[src/rtl/mls_pkg.sv]
// Shared types and constants for the truth-table evaluator.
package mls_pkg;

   localparam int unsigned NDefault = 5;

   typedef enum logic [1:0] {
      StIdle,
      StSweep,
      StDone
   } state_e;

endpackage

[src/rtl/mls_lut.sv]
// Truth-table register with two independent combinational read ports.
module mls_lut
   import mls_pkg::*;
#(
   parameter int unsigned N    = NDefault,
   parameter int unsigned TT_W = 1 << N
) (
   input  logic            clk,
   input  logic            rst,
   input  logic            we,
   input  logic [TT_W-1:0] wdata,
   input  logic [N-1:0]    idx_a,
   output logic            bit_a,
   input  logic [N-1:0]    idx_b,
   output logic            bit_b
);

   logic [TT_W-1:0] tt_q;

   always_ff @(posedge clk) begin
      if (rst) begin
         tt_q <= '0;
      end else if (we) begin
         tt_q <= wdata;
      end
   end

   assign bit_a = tt_q[idx_a];
   assign bit_b = tt_q[idx_b];

endmodule

[src/rtl/mls_lut_eval.sv]
// Boolean function evaluator: direct lookup plus an exhaustive minterm sweep
// reporting the number of true minterms and the lowest true index.
module mls_lut_eval
   import mls_pkg::*;
#(
   parameter int unsigned  N    = NDefault,
   localparam int unsigned TT_W = 1 << N
) (
   input  logic            clk,
   input  logic            rst,
   input  logic            load,
   input  logic [TT_W-1:0] tt_in,
   input  logic [N-1:0]    in_vec,
   output logic            f,
   input  logic            start,
   output logic            busy,
   output logic            done,
   output logic [N:0]      count,
   output logic [N-1:0]    first_idx,
   output logic            found
);

   state_e       state_q, state_d;
   logic [N-1:0] idx_q, idx_d;
   logic [N:0]   count_q, count_d;
   logic [N-1:0] first_q, first_d;
   logic         found_q, found_d;
   logic         f_q;
   logic         load_en;
   logic         f_bit;
   logic         sweep_bit;

   // The table is frozen while the sweep walks it.
   assign load_en = load & (state_q != StSweep);

   mls_lut #(
      .N    (N),
      .TT_W (TT_W)
   ) u_lut (
      .clk   (clk),
      .rst   (rst),
      .we    (load_en),
      .wdata (tt_in),
      .idx_a (in_vec),
      .bit_a (f_bit),
      .idx_b (idx_q),
      .bit_b (sweep_bit)
   );

   always_comb begin
      state_d = state_q;
      idx_d   = idx_q;
      count_d = count_q;
      first_d = first_q;
      found_d = found_q;
      unique case (state_q)
         StIdle: begin
            if (start) begin
               state_d = StSweep;
               idx_d   = '0;
               count_d = '0;
               first_d = '0;
               found_d = 1'b0;
            end
         end
         StSweep: begin
            if (sweep_bit) begin
               count_d = count_q + 1'b1;
               if (!found_q) begin
                  found_d = 1'b1;
                  first_d = idx_q;
               end
            end
            // Terminal compare instead of wrapping the index.
            if (&idx_q) begin
               state_d = StDone;
            end else begin
               idx_d = idx_q + 1'b1;
            end
         end
         StDone: begin
            state_d = StIdle;
         end
         default: begin
            state_d = StIdle;
         end
      endcase
   end

   always_ff @(posedge clk) begin
      if (rst) begin
         state_q <= StIdle;
         idx_q   <= '0;
         count_q <= '0;
         first_q <= '0;
         found_q <= 1'b0;
         f_q     <= 1'b0;
      end else begin
         state_q <= state_d;
         idx_q   <= idx_d;
         count_q <= count_d;
         first_q <= first_d;
         found_q <= found_d;
         f_q     <= f_bit;
      end
   end

   assign f         = f_q;
   assign busy      = (state_q == StSweep);
   assign done      = (state_q == StDone);
   assign count     = count_q;
   assign first_idx = first_q;
   assign found     = found_q;

endmodule

[config.mk]
export PLATFORM = sky130hd
export DESIGN_NAME = mls_lut_eval
export DESIGN_NICKNAME = d
export VERILOG_FILES = /design/src/rtl/mls_pkg.sv /design/src/rtl/mls_lut.sv /design/src/rtl/mls_lut_eval.sv
export SDC_FILE = /design/constraint.sdc
export NUM_CORES = 1
export LEC_CHECK = 0
export ABC_AREA = 1
export CAP_MARGIN = 20
export CORE_UTILIZATION = 52
export CTS_BUF_LIST = sky130_fd_sc_hd__clkbuf_16
export CTS_CLUSTER_DIAMETER = 40
export DETAILED_ROUTE_END_ITERATION = 7
export PLACE_DENSITY = 0.82
export SLEW_MARGIN = 25
export SYNTH_ARGS = -nofsm -noshare
export SYNTH_HDL_FRONTEND = slang
export SYNTH_HIERARCHICAL = 1
export SYNTH_SLANG_ARGS = --single-unit
[constraint.sdc]
create_clock -name clk -period 1.96 [get_ports clk]
set_input_delay 0.392 -clock clk [delete_from_list [all_inputs] [get_ports clk]]
set_output_delay 0.392 -clock clk [all_outputs]
set_load 0.1 [all_outputs]
## Word-level counts from Yosys, hierarchy flattened

Cells that the tools add are included.

- Flip-flop bits (word level): 52
- Input bits: 41
- Output and inout port bits: 15
- Word-level logic and storage cells: 46

- Add/sub/neg operators: 2
- $lt $le $gt $ge: 2
- Equal/unequal tests: 8
- Multiplexer cells: 19
- Bitwise gates (word level): 1
- Reduce and logical (&&, ||, !) cells: 7

Operator list:

| kind | number |
|---|---|
| 2-to-1 mux 5 bit | 4 |
| one-hot mux 5 bit (2 select lines) | 2 |
| less-than comparator 5 x 6 -> 1 bit (second input constant) | 2 |
| 2-to-1 mux 6 bit | 2 |
| one-hot mux 6 bit (2 select lines) | 1 |
| binary-select mux 1 bit (select 5 bit) | 2 |
| adder 6 x 1 -> 6 bit (second input constant) | 1 |
| inequality test 2 x 1 -> 1 bit (second input constant) | 3 |
| inequality test 2 bit (second input constant) | 3 |
| AND reduction 3 bit | 2 |
| adder 5 x 1 -> 5 bit (second input constant) | 1 |
| AND reduction 5 bit | 1 |
| 2-to-1 mux 1 bit | 4 |
| 2-to-1 mux 2 bit | 2 |
| one-hot mux 2 bit (2 select lines) | 1 |
| AND reduction 4 bit | 1 |
| == test 2 x 1 -> 1 bit (second input constant) | 1 |
| == test 2 bit (second input constant) | 1 |
| logical NOT 2 bit | 1 |
| one-hot mux 1 bit (2 select lines) | 1 |
| AND reduction 2 bit | 1 |
| nonzero test 2 bit | 1 |
| AND 1 bit | 1 |

## Depth between registers and ports, before layout

Gate-level depths: netlist (run 1).

- Depth in word-level cells: 4
- Depth in mapped cells: 18
- Gate-level depth less buffers: 16

## Modules after synthesis

Netlist (run 1), hierarchy kept.

Modules (own cells, without submodules):

| module | instances | cells each | area an instance (um^2) | seq. area each (um^2) |
|---|---|---|---|---|
| mls_lut | 1 | 295 | 1786.7 | 640.6 |
| mls_lut_eval | 1 | 143 | 1006.0 | 400.4 |

## Least setup slack after synthesis (run 1)

Ideal clock, no wire load.

- Path type: register to output
- Start: register state_q[1]
- End: output port done
- Data arrival time: 1.819 ns
- Required time: 1.568 ns
- Path slack: -0.251 ns
- Cell stages (with the launch flop): 3
- Path buffers: 0
- Cell sequence: dfxtp_1 > inv_1 > nor2_1

- Word-level cells in the longest chain between the ends: 1

Ends and longest elaborated chain:

| what | RTL line | RTL |
|---|---|---|
| start, declared | mls_lut_eval.sv:23 | `state_e state_q, state_d;` |
| start signal, assigned | mls_lut_eval.sv:92 | `state_q <= StIdle;` |
| start signal, assigned | mls_lut_eval.sv:99 | `state_q <= state_d;` |
| == test 2 bit | mls_lut_eval.sv:110 | `assign done = (state_q == StDone);` |
| end, declared | mls_lut_eval.sv:17 | `output logic done,` |

Every way passes these cells.

## Worst setup path after layout (run 1)

- Start: register idx_q[0]
- End: register first_q[2], in the netlist first_idx[2]

- Word-level cells in the longest chain between the ends: 4

Ends and longest elaborated chain:

| what | RTL line | RTL |
|---|---|---|
| start, declared | mls_lut_eval.sv:24 | `logic [N-1:0] idx_q, idx_d;` |
| start signal, assigned | mls_lut_eval.sv:100 | `idx_q <= idx_d;` |
| binary-select mux 1 bit (select 5 bit) | mls_lut.sv:29 | `assign bit_b = tt_q[idx_b];` |
| 2-to-1 mux 1 bit (not written as such) | mls_lut.sv:29 |  |
| via sweep_bit | mls_lut_eval.sv:31 | `logic sweep_bit;` |
| inequality test 2 x 1 -> 1 bit (no line) | -- |  |
| AND reduction 4 bit (no line) | -- |  |
| end signal, assigned | mls_lut_eval.sv:102 | `first_q <= first_d;` |
| end, declared | mls_lut_eval.sv:26 | `logic [N-1:0] first_q, first_d;` |

The timed path passes the listed nets, and every way through them passes these cells. The select of a mux whose other input is x is not followed.
A chain may end at the register's enable or synchronous reset.

==> impl_metrics.json, run 1 <==
{
  "status": "complete, no violations",
  "die_h_um": 75.3,
  "critical-path-max-stage-delay_ps": 370,
  "wl_per_cell_um": 12.7,
  "core_area_sq_um": 5140,
  "drtAntennaViolNets": 0,
  "p_total_mw": 2.70,
  "worst_path_most_repeated_cell": "nand2_1",
  "area_growth_pct": 28.9,
  "clockRootBuffer": "clkbuf_16",
  "vdd_drop_max_mv": 0.545,
  "setup_ws_ps": 182,
  "netlist.top_cell.by_area": "dfxtp_1",
  "syn_area_per_cell_sq_um": 6.38,
  "cp.arrival_ps": 1960,
  "setup.worst_path.start": "idx_q[0]$_SDFFE_PP0P_",
  "grt_pass1_vias": 2591,
  "synth_mux_area_share_pct": 0,
  "yosys_warnings": 6,
  "antenna_found_initial": 0,
  "fmax_mhz": 563,
  "whs_path_depth": 2,
  "cts_made_buffers": 5,
  "holdPathEnd": "first_idx[1]$_SDFFE_PP0P_",
  "syn_nets": 482,
  "pin_count": 56,
  "start_util_pct": 54.3,
  "cts_tree": "yes",
  "drc": 0,
  "pre_cts_ws_ps": 12.2,
  "final_common_cell": "nand2_1",
  "place_area_sq_um": 3390,
  "crit_slowest_cell": "dfxtp_2",
  "nNetsFinal": 534,
  "cts_htree_levels": 2,
  "cp_cell_sequence": "clkbuf_4 -> nand2_1 -> nand3_1 -> nand3_1 -> nand2_1 -> nand2_1 -> nand2_1 -> nand2_1 -> nand2_1 -> inv_2 -> nor2_4 -> nand2_4 -> nand2_4 -> nand2_1 -> nand2_1 -> nor2_1",
  "first_pass_iters": 4,
  "slew_headroom_pct": 65.2,
  "leakage_nw": 1.50,
  "clk_pin_slew_ps": 60,
  "ys.flop_type": "dfxtp_1",
  "clock_sinks": 52,
  "register_area_sq_um": 1040,
  "io_buffer_count": 55,
  "hold_class": "flip-flop to flip-flop",
  "post-route-period-util_pct": 90.7,
  "yosysSeqAreaShare_pct": 37.3,
  "vias": 2908,
  "drive_above_1_share_pct": 11.0,
  "grt.overflow.total": 0,
  "dieWidth_um": 75.3,
  "cp_max_fo": 8,
  "synth_top_area_share_pct": 37.3,
  "grt_max_degree": 40,
  "fin_area_sq_um": 3600,
  "routed_wl_um": 7120,
  "gp_congestion": 0.906,
  "worstMarginPinSlew_ps": 521,
  "rr_endpoint": "first_idx[2]$_SDFFE_PP0P_",
  "setup_violations": 0,
  "top_usage_layer": "met2",
  "vias_per_cell": 5.18,
  "synth_top_family_by_area": "simple AND/OR/NAND/NOR gates",
  "drv_cap": 0,
  "drv_slew": 0,
  "fill_cells": 470,
  "crit_path_end_kind": "flip-flop",
  "syn_inst": 438,
  "power_density_nw_per_um2": 750,
  "use_met1_pct": 33.7,
  "place_hpwl_um": 4990,
  "clockBufferDepth": 2,
  "multi_input_area_sq_um": 1530,
  "synth_area_sq_um": 2790,
  "synthTopCellsByArea": "dfxtp_1 37%, nand2_1 26%, nand3_1 10%, a21oi_1 7.3%, nor2_1 3.2%",
  "async_flop_share_pct": 0,
  "worstSetupPathType": "flip-flop to flip-flop",
  "grt_pass1_wl_um": 11200,
  "synth_edf_count": 0,
  "synth_fa_ha_area_share_pct": 1.34,
  "final_cell_mix": "196 x nand2_1, 57 x nand3_1, 51 x dfxtp_1",
  "rows": 26,
  "dieArea_sq_um": 5670,
  "r2r_start": "idx_q[0]$_SDFFE_PP0P_",
  "required_ps": 2140,
  "grt_use_met2_pct": 41.5,
  "start_kind": "flip-flop",
  "fin_skew_ps": 4.51,
  "period_needed_ps": 1780,
  "use_met3_pct": 5.76,
  "r2r_cells": 16,
  "synthXorXnorAreaFrac_pct": 0,
  "clk_latency_ps": 290,
  "insertedDiodeCount": 0,
  "rrSetupSlack_ps": 180,
  "grt_usage_pct": 25.8,
  "synth_seq_cells": 52,
  "synth_compound_area_share_pct": 7.71,
  "min_from": "first_idx[1]$_SDFFE_PP0P_",
  "timing_hold_violations_final": 0,
  "yosys.area_share.simple_pct": 44.9,
  "ys_types": 21,
  "drt_iter0_markers": 187
}
-- report_power, final --
| group | total [mW] | switching (mW) | internal (mW) |
|---|---|---|---|
| Sequential | 1.16 | 0.0495 | 1.11 |
| Clock | 0.964 | 0.370 | 0.594 |
| Combinational | 0.572 | 0.353 | 0.219 |
| Total | 2.70 | 0.772 | 1.93 |
-- critical path, delay by kind of cell, from the launching register on --
kind                   cells  cell delay [ps]
AND/OR/NAND/NOR           14             1030
flip-flops                 1              370
buffers and inverters      2              270
-- metrics by stage --
| stage | util [%] | setup TNS (ps) | cells | hold slack, ps |
|---|---|---|---|---|
| final | 70.0 | 0 | 561 | 486 |
| after global routing | 70.0 | -4.60 | 561 | 506 |
| after global placement | 65.9 | 0 | 551 | 470 |
| after detailed placement | 65.9 | 0 | 551 | 476 |
| after CTS | 69.1 | 0 | 559 | 487 |
| after floorplan | - | 0 | 438 | 446 |
-- how the worst max path moves through the flow --
stage	endpoint	slack, ps
after floorplan	count[4]$_SDFFE_PP0P_	100
after global placement	f$_SDFF_PP0_	5
after detailed placement	f$_SDFF_PP0_	10
after CTS	first_idx[2]$_SDFFE_PP0P_	160
after global routing	first_idx[4]$_SDFFE_PP0P_	-3
final	first_idx[2]$_SDFFE_PP0P_	180
-- logic make-up after synthesis --
logic type / after synthesis
compound gates: 43
fa+ha+maj: 3
buf+inv: 47
flops: 52
simple gates: 293
-- cells in the mapped netlist, types with 3 or more instances --
library cell    n
inv_2           4
nor2_1         24
buf_6           7
inv_1          20
a21oi_1        41
ha_1            3
nand2_1       196
buf_2           4
nor2_2          4
clkbuf_1        9
dfxtp_1        52
nand3_1        58
nand2_4         4
-- repair_timing --
item	CTS	global route
setup endpoints to repair	0	10
hold buffers	0	0
gates resized for setup	0	11
buffers inserted	0	1
-- state kept, by name (all words and copies together) (netlist names) --
signal      count
u_lut/tt_q     32
f               1
first_idx       5
state_q         2
count           6
idx_q           5
found           1
-- layout make-up --
class                      instances  area share, %
tap                               70           2.43
timing repair buffer              65           18.3
sequential                        52           29.0
multi-input combinational        339           42.5
inverter                          27           3.30
clock buffer                       5           3.48
clock inverter                     3           1.04
-- layer usage --
| layer | wire length, um | part of all wire, % |
|---|---|---|
| met1 | 3260 | 46 |
| met5 | 0 | 0 |
| met3 | 420 | 5.9 |
| met4 | 123 | 1.7 |
| met2 | 3320 | 47 |
(Power assumes the default switching activity.)
==> run 2, diff against run 1 <==
GPL_TIMING_DRIVEN = 1   (was default)
==> results of run 2 <==
Same layout as run 1: the final DEF is identical, and so are final timing and power.
